`config.mk`:
```
export PLATFORM = sky130hd
export DESIGN_NAME = uart_word_rx
export DESIGN_NICKNAME = d
export VERILOG_FILES = /design/src/rtl/uart_word_rx.sv
export SDC_FILE = /design/constraint.sdc
export NUM_CORES = 1
export LEC_CHECK = 0
export ABC_AREA = 1
export BUFFER_PORTS_ARGS = -buffer_cell sky130_fd_sc_hd__clkbuf_2
export CAP_MARGIN = 40
export CELL_PAD_IN_SITES_DETAIL_PLACEMENT = 1
export CELL_PAD_IN_SITES_GLOBAL_PLACEMENT = 1
export CORE_ASPECT_RATIO = 0.7
export CORE_MARGIN = 2
export CORE_UTILIZATION = 39
export DETAILED_ROUTE_END_ITERATION = 8
export PLACE_DENSITY_LB_ADDON = 0.1
export SLEW_MARGIN = 25
export SYNTH_ARGS = -nofsm -noshare
export SYNTH_HDL_FRONTEND = slang
export SYNTH_SLANG_ARGS = --single-unit
```
`constraint.sdc`:
```
create_clock -name clk -period 1.74 [get_ports clk]
set_input_delay 0.435 -clock clk [delete_from_list [all_inputs] [get_ports clk]]
set_output_delay 0.435 -clock clk [all_outputs]
set_load 0.1 [all_outputs]
```
`src/rtl/uart_word_rx.sv`:
```
// =============================================================================
// Module   : uart_word_rx
// Brief    : 8N1 UART receiver that packs four bytes (first byte in [7:0]) into
//            a 32-bit word with a valid/ready output and sticky error flags.
//            Define UART_WORD_RX_PARITY_EN for 8E1 frames and a parity_err port.
// Revision : 1.0
// =============================================================================
`default_nettype none

module uart_word_rx #(
    parameter int CLKS_PER_BIT = 868
) (
    input  logic        clk,
    input  logic        rst,
    input  logic        rxd,
    output logic [31:0] word_data,
    output logic        word_valid,
    input  logic        word_ready,
    output logic [1:0]  byte_lane,
    output logic        frame_err,
    output logic        overrun_err,
`ifdef UART_WORD_RX_PARITY_EN
    output logic        parity_err,
`endif
    input  logic        err_clr
);

    localparam logic [15:0] HALF_BIT = 16'(CLKS_PER_BIT / 2);
    localparam logic [15:0] LAST_CNT = 16'(CLKS_PER_BIT - 1);

    typedef enum logic [2:0] {
        S_IDLE,
        S_START,
        S_DATA,
`ifdef UART_WORD_RX_PARITY_EN
        S_PARITY,
`endif
        S_STOP,
        S_WAIT_IDLE
    } state_t;

    state_t      state, next_state;
    logic        rxd_meta, rxd_s;
    logic [15:0] cnt, cnt_next;
    logic [2:0]  bit_idx, bit_next;
    logic [7:0]  shreg;
    logic [23:0] asm_word;
    logic        shift, stop_ok, stop_bad;
    logic        byte_accept, word_load, overrun_set;

    // Two-flop synchronizer; reset to the idle line level.
    always_ff @(posedge clk or negedge rst) begin
        if (!rst) begin
            rxd_meta <= 1'b1;
            rxd_s    <= 1'b1;
        end else begin
            rxd_meta <= rxd;
            rxd_s    <= rxd_meta;
        end
    end

    always_ff @(posedge clk or negedge rst) begin
        if (!rst) begin
            state   <= S_IDLE;
            cnt     <= '0;
            bit_idx <= '0;
        end else begin
            state   <= next_state;
            cnt     <= cnt_next;
            bit_idx <= bit_next;
        end
    end

`ifdef UART_WORD_RX_PARITY_EN
    logic par_chk, par_set, par_bad;
`endif

    always_comb begin
        next_state = state;
        cnt_next   = cnt + 16'd1;
        bit_next   = bit_idx;
        shift      = 1'b0;
        stop_ok    = 1'b0;
        stop_bad   = 1'b0;
`ifdef UART_WORD_RX_PARITY_EN
        par_chk    = 1'b0;
`endif
        case (state)
            S_IDLE: begin
                cnt_next = '0;
                bit_next = '0;
                if (!rxd_s) next_state = S_START;
            end
            S_START: begin
                if (cnt == HALF_BIT) begin
                    cnt_next   = '0;
                    next_state = rxd_s ? S_IDLE : S_DATA;
                end
            end
            S_DATA: begin
                if (cnt == LAST_CNT) begin
                    cnt_next = '0;
                    shift    = 1'b1;
                    bit_next = bit_idx + 3'd1;
                    if (bit_idx == 3'd7) begin
`ifdef UART_WORD_RX_PARITY_EN
                        next_state = S_PARITY;
`else
                        next_state = S_STOP;
`endif
                    end
                end
            end
`ifdef UART_WORD_RX_PARITY_EN
            S_PARITY: begin
                if (cnt == LAST_CNT) begin
                    cnt_next   = '0;
                    par_chk    = 1'b1;
                    next_state = S_STOP;
                end
            end
`endif
            S_STOP: begin
                if (cnt == LAST_CNT) begin
                    cnt_next = '0;
                    if (rxd_s) begin
                        stop_ok    = 1'b1;
                        next_state = S_IDLE;
                    end else begin
                        stop_bad   = 1'b1;
                        next_state = S_WAIT_IDLE;
                    end
                end
            end
            S_WAIT_IDLE: begin
                cnt_next = '0;
                if (rxd_s) next_state = S_IDLE;
            end
            default: begin
                cnt_next   = '0;
                next_state = S_IDLE;
            end
        endcase
    end

`ifdef UART_WORD_RX_PARITY_EN
    // Even parity: data bits plus parity bit must XOR to zero.
    assign par_set     = par_chk && (rxd_s != ^shreg);
    assign byte_accept = stop_ok && !par_bad;

    always_ff @(posedge clk or negedge rst) begin
        if (!rst) begin
            par_bad    <= 1'b0;
            parity_err <= 1'b0;
        end else begin
            if (par_chk) par_bad <= par_set;
            parity_err <= par_set | (parity_err & ~err_clr);
        end
    end
`else
    assign byte_accept = stop_ok;
`endif

    assign word_load   = byte_accept && (byte_lane == 2'd3) && (!word_valid || word_ready);
    assign overrun_set = byte_accept && (byte_lane == 2'd3) && word_valid && !word_ready;

    always_ff @(posedge clk or negedge rst) begin
        if (!rst) begin
            shreg       <= '0;
            asm_word    <= '0;
            byte_lane   <= '0;
            word_data   <= '0;
            word_valid  <= 1'b0;
            frame_err   <= 1'b0;
            overrun_err <= 1'b0;
        end else begin
            if (shift) shreg <= {rxd_s, shreg[7:1]};

            if (byte_accept) begin
                case (byte_lane)
                    2'd0:    asm_word[7:0]   <= shreg;
                    2'd1:    asm_word[15:8]  <= shreg;
                    2'd2:    asm_word[23:16] <= shreg;
                    default: ;
                endcase
                byte_lane <= byte_lane + 2'd1;
            end

            // A new word may replace one that is transferring on this same edge.
            if (word_load) begin
                word_data  <= {shreg, asm_word};
                word_valid <= 1'b1;
            end else if (word_valid && word_ready) begin
                word_valid <= 1'b0;
            end

            frame_err   <= stop_bad | (frame_err & ~err_clr);
            overrun_err <= overrun_set | (overrun_err & ~err_clr);
        end
    end

endmodule

`default_nettype wire

```
==> impl_metrics.prom, run 1 <==
# TYPE chip_impl_metric gauge
chip_impl_info{name="outcome",value="finished clean"} 1
chip_impl_metric{name="top_level_ports",unit=""} 42
chip_impl_metric{name="row_count",unit=""} 31
chip_impl_metric{name="initial_antenna_violation_count",unit=""} 0
chip_impl_info{name="cts_root_buf",value="sky130_fd_sc_hd__clkbuf_16"} 1
chip_impl_metric{name="global_route.usage.total",unit="%"} 19.9
chip_impl_metric{name="compound_gate_fraction_of_synth_area",unit="%"} 6.75
chip_impl_info{name="mostFrequentLayoutCells",value="137 x sky130_fd_sc_hd__nand2_1, 88 x sky130_fd_sc_hd__dfrtp_1, 44 x sky130_fd_sc_hd__buf_4"} 1
chip_impl_metric{name="totalWireLength",unit="um"} 10500
chip_impl_metric{name="cell_count_after_placement",unit=""} 641
chip_impl_metric{name="power_frac_clock",unit="%"} 50.5
chip_impl_metric{name="fin_ws",unit="ns"} 0.0517
chip_impl_metric{name="synth_mux_area_share",unit="%"} 0
chip_impl_metric{name="dpl_worst_slack",unit="ns"} -0.157
chip_impl_metric{name="post_synth_xor_area_fraction",unit="%"} 1.52
chip_impl_metric{name="dr.pass1.iters",unit=""} 4
chip_impl_metric{name="grt_pass1_wl",unit="um"} 17300
chip_impl_metric{name="worst_clock_skew",unit="ns"} 0.00656
chip_impl_metric{name="met2RoutedLength",unit="um"} 4600
chip_impl_metric{name="timing.critical_path.fanout_max",unit=""} 12
chip_impl_metric{name="final_cell_area",unit="um^2"} 5200
chip_impl_metric{name="floorplan.die.height",unit="um"} 89.1
chip_impl_metric{name="drv.max_cap_violation_count",unit=""} 0
chip_impl_metric{name="timing.setup.tns",unit="ns"} 0
chip_impl_metric{name="clock_sinks",unit=""} 93
chip_impl_metric{name="cp.required",unit="ns"} 1.97
chip_impl_metric{name="starting_density",unit="%"} 39.6
chip_impl_info{name="timing.setup.critical_path_class",value="reg -> reg"} 1
chip_impl_metric{name="p_leak",unit="nW"} 2.67
chip_impl_metric{name="maximum_number_of_pins_on_one_net_before_global_route_repair",unit=""} 39
chip_impl_metric{name="drt-met1-wl",unit="um"} 5430
chip_impl_info{name="category_of_cells_accounting_for_the_largest_share_of_critical_path_delay",value="simple AND/OR/NAND/NOR gates"} 1
chip_impl_metric{name="netlist.area_leader.share",unit="%"} 56.4
chip_impl_metric{name="cts_buffer_depth",unit=""} 2
chip_impl_metric{name="detail_route.drc_violations",unit=""} 0
chip_impl_metric{name="antenna_violating_nets_left",unit=""} 0
chip_impl_info{name="cts_tree",value="done"} 1
chip_impl_metric{name="drt-wirelength-per-cell",unit="um"} 15.8
chip_impl_metric{name="power.ir.vdd_worst",unit="uV"} 504
chip_impl_metric{name="finish.cell_count_without_fillers",unit=""} 663
chip_impl_metric{name="total_number_of_vias",unit=""} 3303
chip_impl_metric{name="globalplace.congestion",unit=""} 0.796
chip_impl_metric{name="synthesis.instances",unit=""} 444
chip_impl_metric{name="dp_hpwl",unit="um"} 7670
chip_impl_metric{name="number_of_global_route_vias_before_repair",unit=""} 3363
chip_impl_metric{name="top_achievable_clock_speed",unit="GHz"} 0.592
chip_impl_metric{name="final_layout_size_suffix_gt1_share",unit="%"} 26.6
chip_impl_metric{name="critPathMaxStageDelay",unit="ns"} 0.40
chip_impl_metric{name="switching_share",unit="%"} 19.6
chip_impl_metric{name="die_w",unit="um"} 126
chip_impl_metric{name="synth.net_count",unit=""} 457
chip_impl_info{name="grt_setup_unrepaired",value="true"} 1
chip_impl_info{name="synth_top_area_cell",value="sky130_fd_sc_hd__dfrtp_1"} 1
chip_impl_metric{name="worst_skew_late_latency",unit="ns"} 0.34
chip_impl_metric{name="synth.yosys.warnings",unit=""} 0
chip_impl_metric{name="internal-power",unit="W"} 0.00362
chip_impl_metric{name="core-area",unit="um^2"} 10200
chip_impl_metric{name="netlist-cell-type-count",unit=""} 30
chip_impl_metric{name="finalCritPeriodShare",unit="%"} 97.0
chip_impl_info{name="ys_top_cells_by_area",value="sky130_fd_sc_hd__dfrtp_1 56%, sky130_fd_sc_hd__nand2_1 13%, sky130_fd_sc_hd__nand4_1 5.7%, sky130_fd_sc_hd__o21ai_0 5.0%, sky130_fd_sc_hd__inv_1 3.2%"} 1
chip_impl_metric{name="ctsHoldBuffers",unit=""} 0
chip_impl_metric{name="timing.critical_path.buf_inv",unit=""} 2
chip_impl_metric{name="seq_area_frac_synth",unit="%"} 57.7
chip_impl_metric{name="ys_async_sr_fraction",unit="%"} 100
chip_impl_metric{name="synth.ff_latch_count",unit=""} 93
chip_impl_metric{name="net-switching-power",unit="W"} 0.000884
chip_impl_info{name="critical_path.endpoint_type",value="flip-flop"} 1
chip_impl_metric{name="timing.max_slew.rel_slack",unit="%"} 62.1
chip_impl_metric{name="num-nets-final",unit=""} 539
chip_impl_metric{name="cts_made_buffers",unit=""} 9
chip_impl_metric{name="die_area",unit="um^2"} 11200
chip_impl_metric{name="post_synth_and_or_nand_nor_area_fraction",unit="%"} 25.4
chip_impl_info{name="crit_chain",value="nor2_2 > nand2_2 > nor2_4 > nand2_2 > nor3_4 > buf_12 > nand3_4 > buf_4 > nand2_1 > nand2_1"} 1
chip_impl_metric{name="final-hold-violation-count",unit=""} 0
chip_impl_info{name="setup.worst_path.start_class",value="flip-flop"} 1
chip_impl_metric{name="grt_overflow_total",unit=""} 0
chip_impl_metric{name="timing.final.setup_violations",unit=""} 0
chip_impl_metric{name="clock_tree.htree_level_count",unit=""} 3
chip_impl_metric{name="timing_max_transition_violations_final",unit=""} 0
chip_impl_metric{name="arrival",unit="ns"} 1.92
chip_impl_metric{name="mappedNetlistArea",unit="um^2"} 4040
chip_impl_info{name="highest_layer",value="met4"} 1
chip_impl_metric{name="count_of_flip_flops_with_a_built_in_enable_after_synthesis",unit=""} 0
chip_impl_metric{name="yosys.area_share.adder",unit="%"} 2.48
chip_impl_metric{name="power.share.sequential",unit="%"} 48.1
chip_impl_metric{name="combinationalPowerShare",unit="%"} 1.4
chip_impl_info{name="synth-main-ff-cell",value="sky130_fd_sc_hd__dfrtp_1"} 1
chip_impl_info{name="largest_family_of_logic_cells_by_synthesized_area",value="simple AND/OR/NAND/NOR gates"} 1
chip_impl_metric{name="clkTransAtPathRegs",unit="ns"} 0.07
chip_impl_metric{name="postSynthAreaPerCell",unit="um^2"} 9.10
chip_impl_metric{name="portBuffers",unit=""} 41
chip_impl_metric{name="area_delta_synth_final",unit="%"} 28.7
chip_impl_metric{name="number_of_design_rule_violations_left_by_the_first_detailed_router_iteration",unit=""} 179
chip_impl_metric{name="vias_per_cell",unit=""} 4.98
chip_impl_metric{name="powerDensity",unit="nW/um^2"} 867
chip_impl_info{name="hp-class",value="in -> async"} 1
chip_impl_metric{name="transition_at_the_pin_with_the_smallest_max_transition_slack",unit="ns"} 0.571
chip_impl_info{name="final_common_cell",value="sky130_fd_sc_hd__nand2_1"} 1
chip_impl_metric{name="met3_length",unit="um"} 304
chip_impl_info{name="slowest_cell_on_the_critical_path",value="sky130_fd_sc_hd__dfrtp_1"} 1
chip_impl_metric{name="placement_stage_cell_area",unit="um^2"} 4690
chip_impl_metric{name="timing.final.crit_period",unit="ns"} 1.69
chip_impl_metric{name="diodes",unit=""} 0
-- stage by stage --
step	total power, W	utilization (%)	hold slack, ns
2_1_floorplan	0.00221	-	0.139
3_3_place_gp	0.00227	45.9	0.347
3_5_place_dp	0.00227	45.9	0.351
4_1_cts	0.00457	50.0	0.0241
5_1_grt	0.00464	50.9	0.0295
6_report	0.00450	50.9	0.0158
-- cell families (layout without fill, tap and decap cells) --
group                    Yosys count  after routing
AO/OA/AOI/OAI                     53             53
XOR/XNOR                           7              7
adder cells (fa/ha/maj)            8              8
buffers and inverters             54            141
flip-flops                        93             93
AND/OR/NAND/NOR                  229            229
-- registers in the layout, indices dropped and copies added, names as in the netlist --
register,count
state,3
rxd_s,1
asm_word,24
byte_lane,2
word_data,32
shreg,8
bit_idx,3
cnt,16
overrun_err,1
rxd_meta,1
word_valid,1
frame_err,1
-- power by group through the flow --
stage               clock, W  sequential, W  combinational, W
CTS                  0.00234        0.00217         0.0000672
global placement           0        0.00221         0.0000652
global route         0.00240        0.00216         0.0000722
floorplan                  0        0.00221        0.00000347
finish               0.00228        0.00217         0.0000622
detailed placement         0        0.00221         0.0000673
-- synth_stat cells, types with 3 or more instances --
cell and number:
sky130_fd_sc_hd__a21oi_1 11, sky130_fd_sc_hd__buf_2 3, sky130_fd_sc_hd__buf_4 3, sky130_fd_sc_hd__buf_6 4
sky130_fd_sc_hd__clkbuf_1 6, sky130_fd_sc_hd__dfrtp_1 91, sky130_fd_sc_hd__ha_1 8, sky130_fd_sc_hd__inv_1 34
sky130_fd_sc_hd__nand2_1 145, sky130_fd_sc_hd__nand3_1 17, sky130_fd_sc_hd__nand4_1 37, sky130_fd_sc_hd__nor2_1 17
sky130_fd_sc_hd__nor3_1 3, sky130_fd_sc_hd__o21ai_0 40, sky130_fd_sc_hd__xor2_1 5
-- metal layers --
| metal | global-route usage (%) | vias to the layer above |
|---|---|---|
| met5 | 0 | - |
| li1 | - | 1625 |
| met1 | 29.0 | 1620 |
| met2 | 30.4 | 42 |
| met3 | 4.49 | 16 |
| met4 | 4.95 | 0 |
-- what timing repair did --
action	CTS	global route
resized for setup	7	29
gates cloned	0	0
endpoints found under the hold margin	0	0
pin swaps	3	5
setup buffers	4	2
endpoints found under the setup margin	58	76
-- worst paths after layout --
path / startpoint / end / slack (ns) / depth (start not counted)
min in group clk: rxd / rxd_meta$_DFF_PN1_ / 0.18 / 1
min reg2reg: rxd_meta$_DFF_PN1_ / rxd_s$_DFF_PN1_ / 0.36 / 0
max reg2reg: cnt[2]$_DFF_PN0_ / word_data[7]$_DFFE_PN0P_ / 0.05 / 10
max: cnt[2]$_DFF_PN0_ / word_data[7]$_DFFE_PN0P_ / 0.05 / 10
min: rst / cnt[6]$_DFF_PN0_ / 0.02 / 1
max in group asynchronous: rst / byte_lane[1]$_DFFE_PN0P_ / 1.18 / 2
-- cell type report --
type | count | area (um^2)
inverter | 36 | 135
sequential | 93 | 2330
multi-input combinational | 297 | 1570
clock buffer | 10 | 239
clock inverter | 6 | 110
tap | 132 | 165
timing repair buffer | 89 | 646
fill | 1177 | 5000
(Power assumes the default switching activity.)
==> inputs of run 2 (changes only) <==
--- a/config.mk
+++ b/config.mk
@@ -15,6 +15,7 @@
 export CORE_UTILIZATION = 39
 export DETAILED_ROUTE_END_ITERATION = 8
 export PLACE_DENSITY_LB_ADDON = 0.1
+export SETUP_SLACK_MARGIN = 0.3
 export SLEW_MARGIN = 25
 export SYNTH_ARGS = -nofsm -noshare
 export SYNTH_HDL_FRONTEND = slang
==> run 2 against run 1 <==
Clock power fell by 14%. Setup slack worse by 0.024 ns. Clock skew rose by 0.0019 ns. Non-clock buffer count is 10 higher. Sequential share of layout area down 5.3 points. Critical path depth unchanged. Die area did not move. Highest routed layer unchanged.
==> impl_metrics.prom, run 2 (same netlist as run 1, synthesis figures left out) <==
# TYPE chip_impl_metric gauge
chip_impl_info{name="outcome",value="finished clean"} 1
chip_impl_metric{name="clkTransAtPathRegs",unit="ns"} 0.07
chip_impl_metric{name="final-hold-violation-count",unit=""} 0
chip_impl_metric{name="internal-power",unit="W"} 0.00332
chip_impl_metric{name="worstSetupPathDepth",unit=""} 10
chip_impl_metric{name="dp_hpwl",unit="um"} 7610
chip_impl_metric{name="num-nets-final",unit=""} 551
chip_impl_info{name="worstReg2RegEnd",value="word_data[16]$_DFFE_PN0P_"} 1
chip_impl_metric{name="timing.critical_path.buf_inv",unit=""} 2
chip_impl_metric{name="portBuffers",unit=""} 41
chip_impl_metric{name="detail_route.drc_violations",unit=""} 0
chip_impl_info{name="cts_tree",value="done"} 1
chip_impl_metric{name="timing.critical_path.fanout_max",unit=""} 23
chip_impl_metric{name="totalWireLength",unit="um"} 12500
chip_impl_info{name="category_of_cells_accounting_for_the_largest_share_of_critical_path_delay",value="simple AND/OR/NAND/NOR gates"} 1
chip_impl_metric{name="vias_per_cell",unit=""} 5.19
chip_impl_metric{name="powerDensity",unit="nW/um^2"} 712
chip_impl_metric{name="finalCritPeriodShare",unit="%"} 98.4
chip_impl_metric{name="cp.required",unit="ns"} 1.98
chip_impl_metric{name="timing.final.crit_period",unit="ns"} 1.71
chip_impl_metric{name="arrival",unit="ns"} 1.95
chip_impl_metric{name="row_count",unit=""} 31
chip_impl_metric{name="drt-wirelength-per-cell",unit="um"} 18.6
chip_impl_metric{name="area_delta_synth_final",unit="%"} 46.3
chip_impl_metric{name="top_level_ports",unit=""} 42
chip_impl_metric{name="p_leak",unit="nW"} 2.87
chip_impl_metric{name="antenna_violating_nets_left",unit=""} 0
chip_impl_info{name="hp-class",value="in -> async"} 1
chip_impl_metric{name="critPathMaxStageDelay",unit="ns"} 0.40
chip_impl_metric{name="timing_max_transition_violations_final",unit=""} 0
chip_impl_metric{name="diodes",unit=""} 0
chip_impl_metric{name="switching_share",unit="%"} 21.0
chip_impl_metric{name="floorplan.die.height",unit="um"} 89.1
chip_impl_metric{name="register_area",unit="um^2"} 2340
chip_impl_info{name="setup.worst_path.start_class",value="flip-flop"} 1
chip_impl_metric{name="timing.final.setup_violations",unit=""} 0
chip_impl_metric{name="worst_skew_late_latency",unit="ns"} 0.34
chip_impl_metric{name="multi_input_comb_area",unit="um^2"} 1840
chip_impl_metric{name="die_area",unit="um^2"} 11200
chip_impl_info{name="grt_setup_unrepaired",value="true"} 1
chip_impl_info{name="rr_startpoint",value="cnt[3]$_DFF_PN0_"} 1
chip_impl_info{name="slowest_cell_on_the_critical_path",value="sky130_fd_sc_hd__dfrtp_1"} 1
chip_impl_info{name="critPathLaunch",value="cnt[3]$_DFF_PN0_"} 1
chip_impl_metric{name="drv.max_cap_violation_count",unit=""} 0
chip_impl_metric{name="dr.pass1.iters",unit=""} 4
chip_impl_metric{name="ctsHoldBuffers",unit=""} 0
chip_impl_metric{name="number_of_design_rule_violations_left_by_the_first_detailed_router_iteration",unit=""} 240
chip_impl_info{name="reg_top3",value="word_data x32, asm_word x24, cnt x16"} 1
chip_impl_metric{name="grt_overflow_total",unit=""} 0
chip_impl_metric{name="r2r.worst_path.cells",unit=""} 10
chip_impl_metric{name="cts_buffer_depth",unit=""} 2
chip_impl_metric{name="power_frac_clock",unit="%"} 47.0
chip_impl_metric{name="net-switching-power",unit="W"} 0.000883
chip_impl_metric{name="timing.setup.tns",unit="ns"} 0
chip_impl_info{name="timing.setup.critical_path_class",value="reg -> reg"} 1
chip_impl_metric{name="final_layout_size_suffix_gt1_share",unit="%"} 35.4
chip_impl_metric{name="reg2reg_slack",unit="ns"} 0.03
chip_impl_info{name="largest-register",value="word_data"} 1
chip_impl_metric{name="maximum_number_of_pins_on_one_net_before_global_route_repair",unit=""} 35
chip_impl_metric{name="clock_tree.htree_level_count",unit=""} 3
chip_impl_metric{name="cts_made_buffers",unit=""} 9
chip_impl_metric{name="dpl_worst_slack",unit="ns"} -0.277
chip_impl_metric{name="initial_antenna_violation_count",unit=""} 0
chip_impl_metric{name="holdWs",unit="ns"} 0.0421
chip_impl_metric{name="worst_clock_skew",unit="ns"} 0.00848
chip_impl_info{name="critical_path.endpoint",value="word_data[16]$_DFFE_PN0P_"} 1
chip_impl_metric{name="grt_pass1_wl",unit="um"} 18600
chip_impl_metric{name="core-area",unit="um^2"} 10200
chip_impl_info{name="critical_path.endpoint_type",value="flip-flop"} 1
chip_impl_metric{name="globalplace.congestion",unit=""} 0.817
chip_impl_metric{name="top_achievable_clock_speed",unit="GHz"} 0.584
chip_impl_metric{name="final_cell_area",unit="um^2"} 5910
chip_impl_info{name="crit_path_frequent_cell",value="sky130_fd_sc_hd__nand2_1"} 1
chip_impl_info{name="mostFrequentLayoutCells",value="116 x sky130_fd_sc_hd__nand2_1, 88 x sky130_fd_sc_hd__dfrtp_1, 41 x sky130_fd_sc_hd__buf_4"} 1
chip_impl_metric{name="clock_sinks",unit=""} 93
chip_impl_metric{name="combinationalPowerShare",unit="%"} 1.5
chip_impl_metric{name="placement_stage_cell_area",unit="um^2"} 4670
chip_impl_metric{name="global_route.usage.total",unit="%"} 21.6
chip_impl_info{name="crit_chain",value="nor2_2 > nand2_1 > nor2_2 > nand2_2 > nor3_4 > buf_12 > nand3_4 > buf_12 > nand2_1 > nand2_1"} 1
chip_impl_metric{name="die_w",unit="um"} 126
chip_impl_metric{name="largest_register_ff_count",unit=""} 32
chip_impl_metric{name="total_power",unit="W"} 0.00421
chip_impl_metric{name="starting_density",unit="%"} 39.6
chip_impl_metric{name="timing.max_slew.rel_slack",unit="%"} 64.9
chip_impl_metric{name="fin_ws",unit="ns"} 0.0275
chip_impl_metric{name="number_of_global_route_vias_before_repair",unit=""} 3474
chip_impl_metric{name="total_number_of_vias",unit=""} 3495
chip_impl_metric{name="final.fill_count",unit=""} 1112
chip_impl_metric{name="power.share.sequential",unit="%"} 51.5
chip_impl_metric{name="power.ir.vdd_worst",unit="uV"} 473
chip_impl_info{name="cts_root_buf",value="sky130_fd_sc_hd__clkbuf_16"} 1
chip_impl_info{name="final_common_cell",value="sky130_fd_sc_hd__nand2_1"} 1
chip_impl_metric{name="transition_at_the_pin_with_the_smallest_max_transition_slack",unit="ns"} 0.526
## run 2: cell types whose count changed in the layout (fill, tap and decap cells not counted), moves of 10 or more
cell and delta:
sky130_fd_sc_hd__buf_6 +10, sky130_fd_sc_hd__nand2_2 +14, sky130_fd_sc_hd__clkbuf_2 -36, sky130_fd_sc_hd__o21ai_0 -15
sky130_fd_sc_hd__clkbuf_8 +27, sky130_fd_sc_hd__nand2_1 -21
## run 2: area by class of cell
class                   count  share of cell area (%)
inverters                  36                    2.29
multi-input cells         299                    31.1
clock inverters             4                   0.826
flip-flops and latches     93                    39.6
repair buffers             99                    19.3
well taps                 132                    2.79
clock buffers              11                    4.11
## run 2: what timing repair did
item,CTS,global route
pin swaps,15,11
cloned,1,2
buffers inserted,10,11
resized for setup,125,76
endpoints found under the setup margin,125,98
## run 2: worst min-delay path by stage
| stage | startpoint | to | depth (start not counted) | slack (ns) |
|---|---|---|---|---|
| 2_1_floorplan | rst | asm_word[0]$_DFFE_PN0P_ | 0 | 0.14 |
| 4_1_cts | rst | cnt[7]$_DFF_PN0_ | 1 | 0.04 |
| 5_1_grt | rst | word_data[7]$_DFFE_PN0P_ | 1 | 0.06 |
| 3_5_place_dp | rxd_meta$_DFF_PN1_ | rxd_s$_DFF_PN1_ | 0 | 0.35 |
| 3_3_place_gp | rxd_meta$_DFF_PN1_ | rxd_s$_DFF_PN1_ | 0 | 0.35 |
| 6_report | rst | cnt[6]$_DFF_PN0_ | 1 | 0.04 |
## run 2: worst reg2reg max path: cells and delay by family (launching register included)
family | cells | cell delay, ns
simple gates | 8 | 0.86
flops | 1 | 0.40
buf+inv | 2 | 0.35
## run 2: power by group through the flow
stage	sequential [W]	clock [W]	combinational [W]
floorplan	0.00221	0	0.00000347
global placement	0.00221	0	0.0000672
detailed placement	0.00221	0	0.0000681
CTS	0.00217	0.00202	0.0000677
global route	0.00217	0.00210	0.0000725
finish	0.00217	0.00197	0.0000644
## run 2: per-stage QoR
step           util [%]  cells
6_report           57.9    674
5_1_grt            57.9    674
4_1_cts            54.7    661
3_5_place_dp       45.8    635
3_3_place_gp       45.8    635
2_1_floorplan         -    444
## run 2: per-layer routing
| layer | global-route usage, % | vias to the layer above | wire length (um) |
|---|---|---|---|
| li1 | - | 1652 | - |
| met1 | 30.2 | 1783 | 6040 |
| met2 | 34.3 | 47 | 5950 |
| met3 | 5.09 | 13 | 411 |
| met4 | 5.76 | 0 | 133 |
| met5 | 0 | - | 0 |
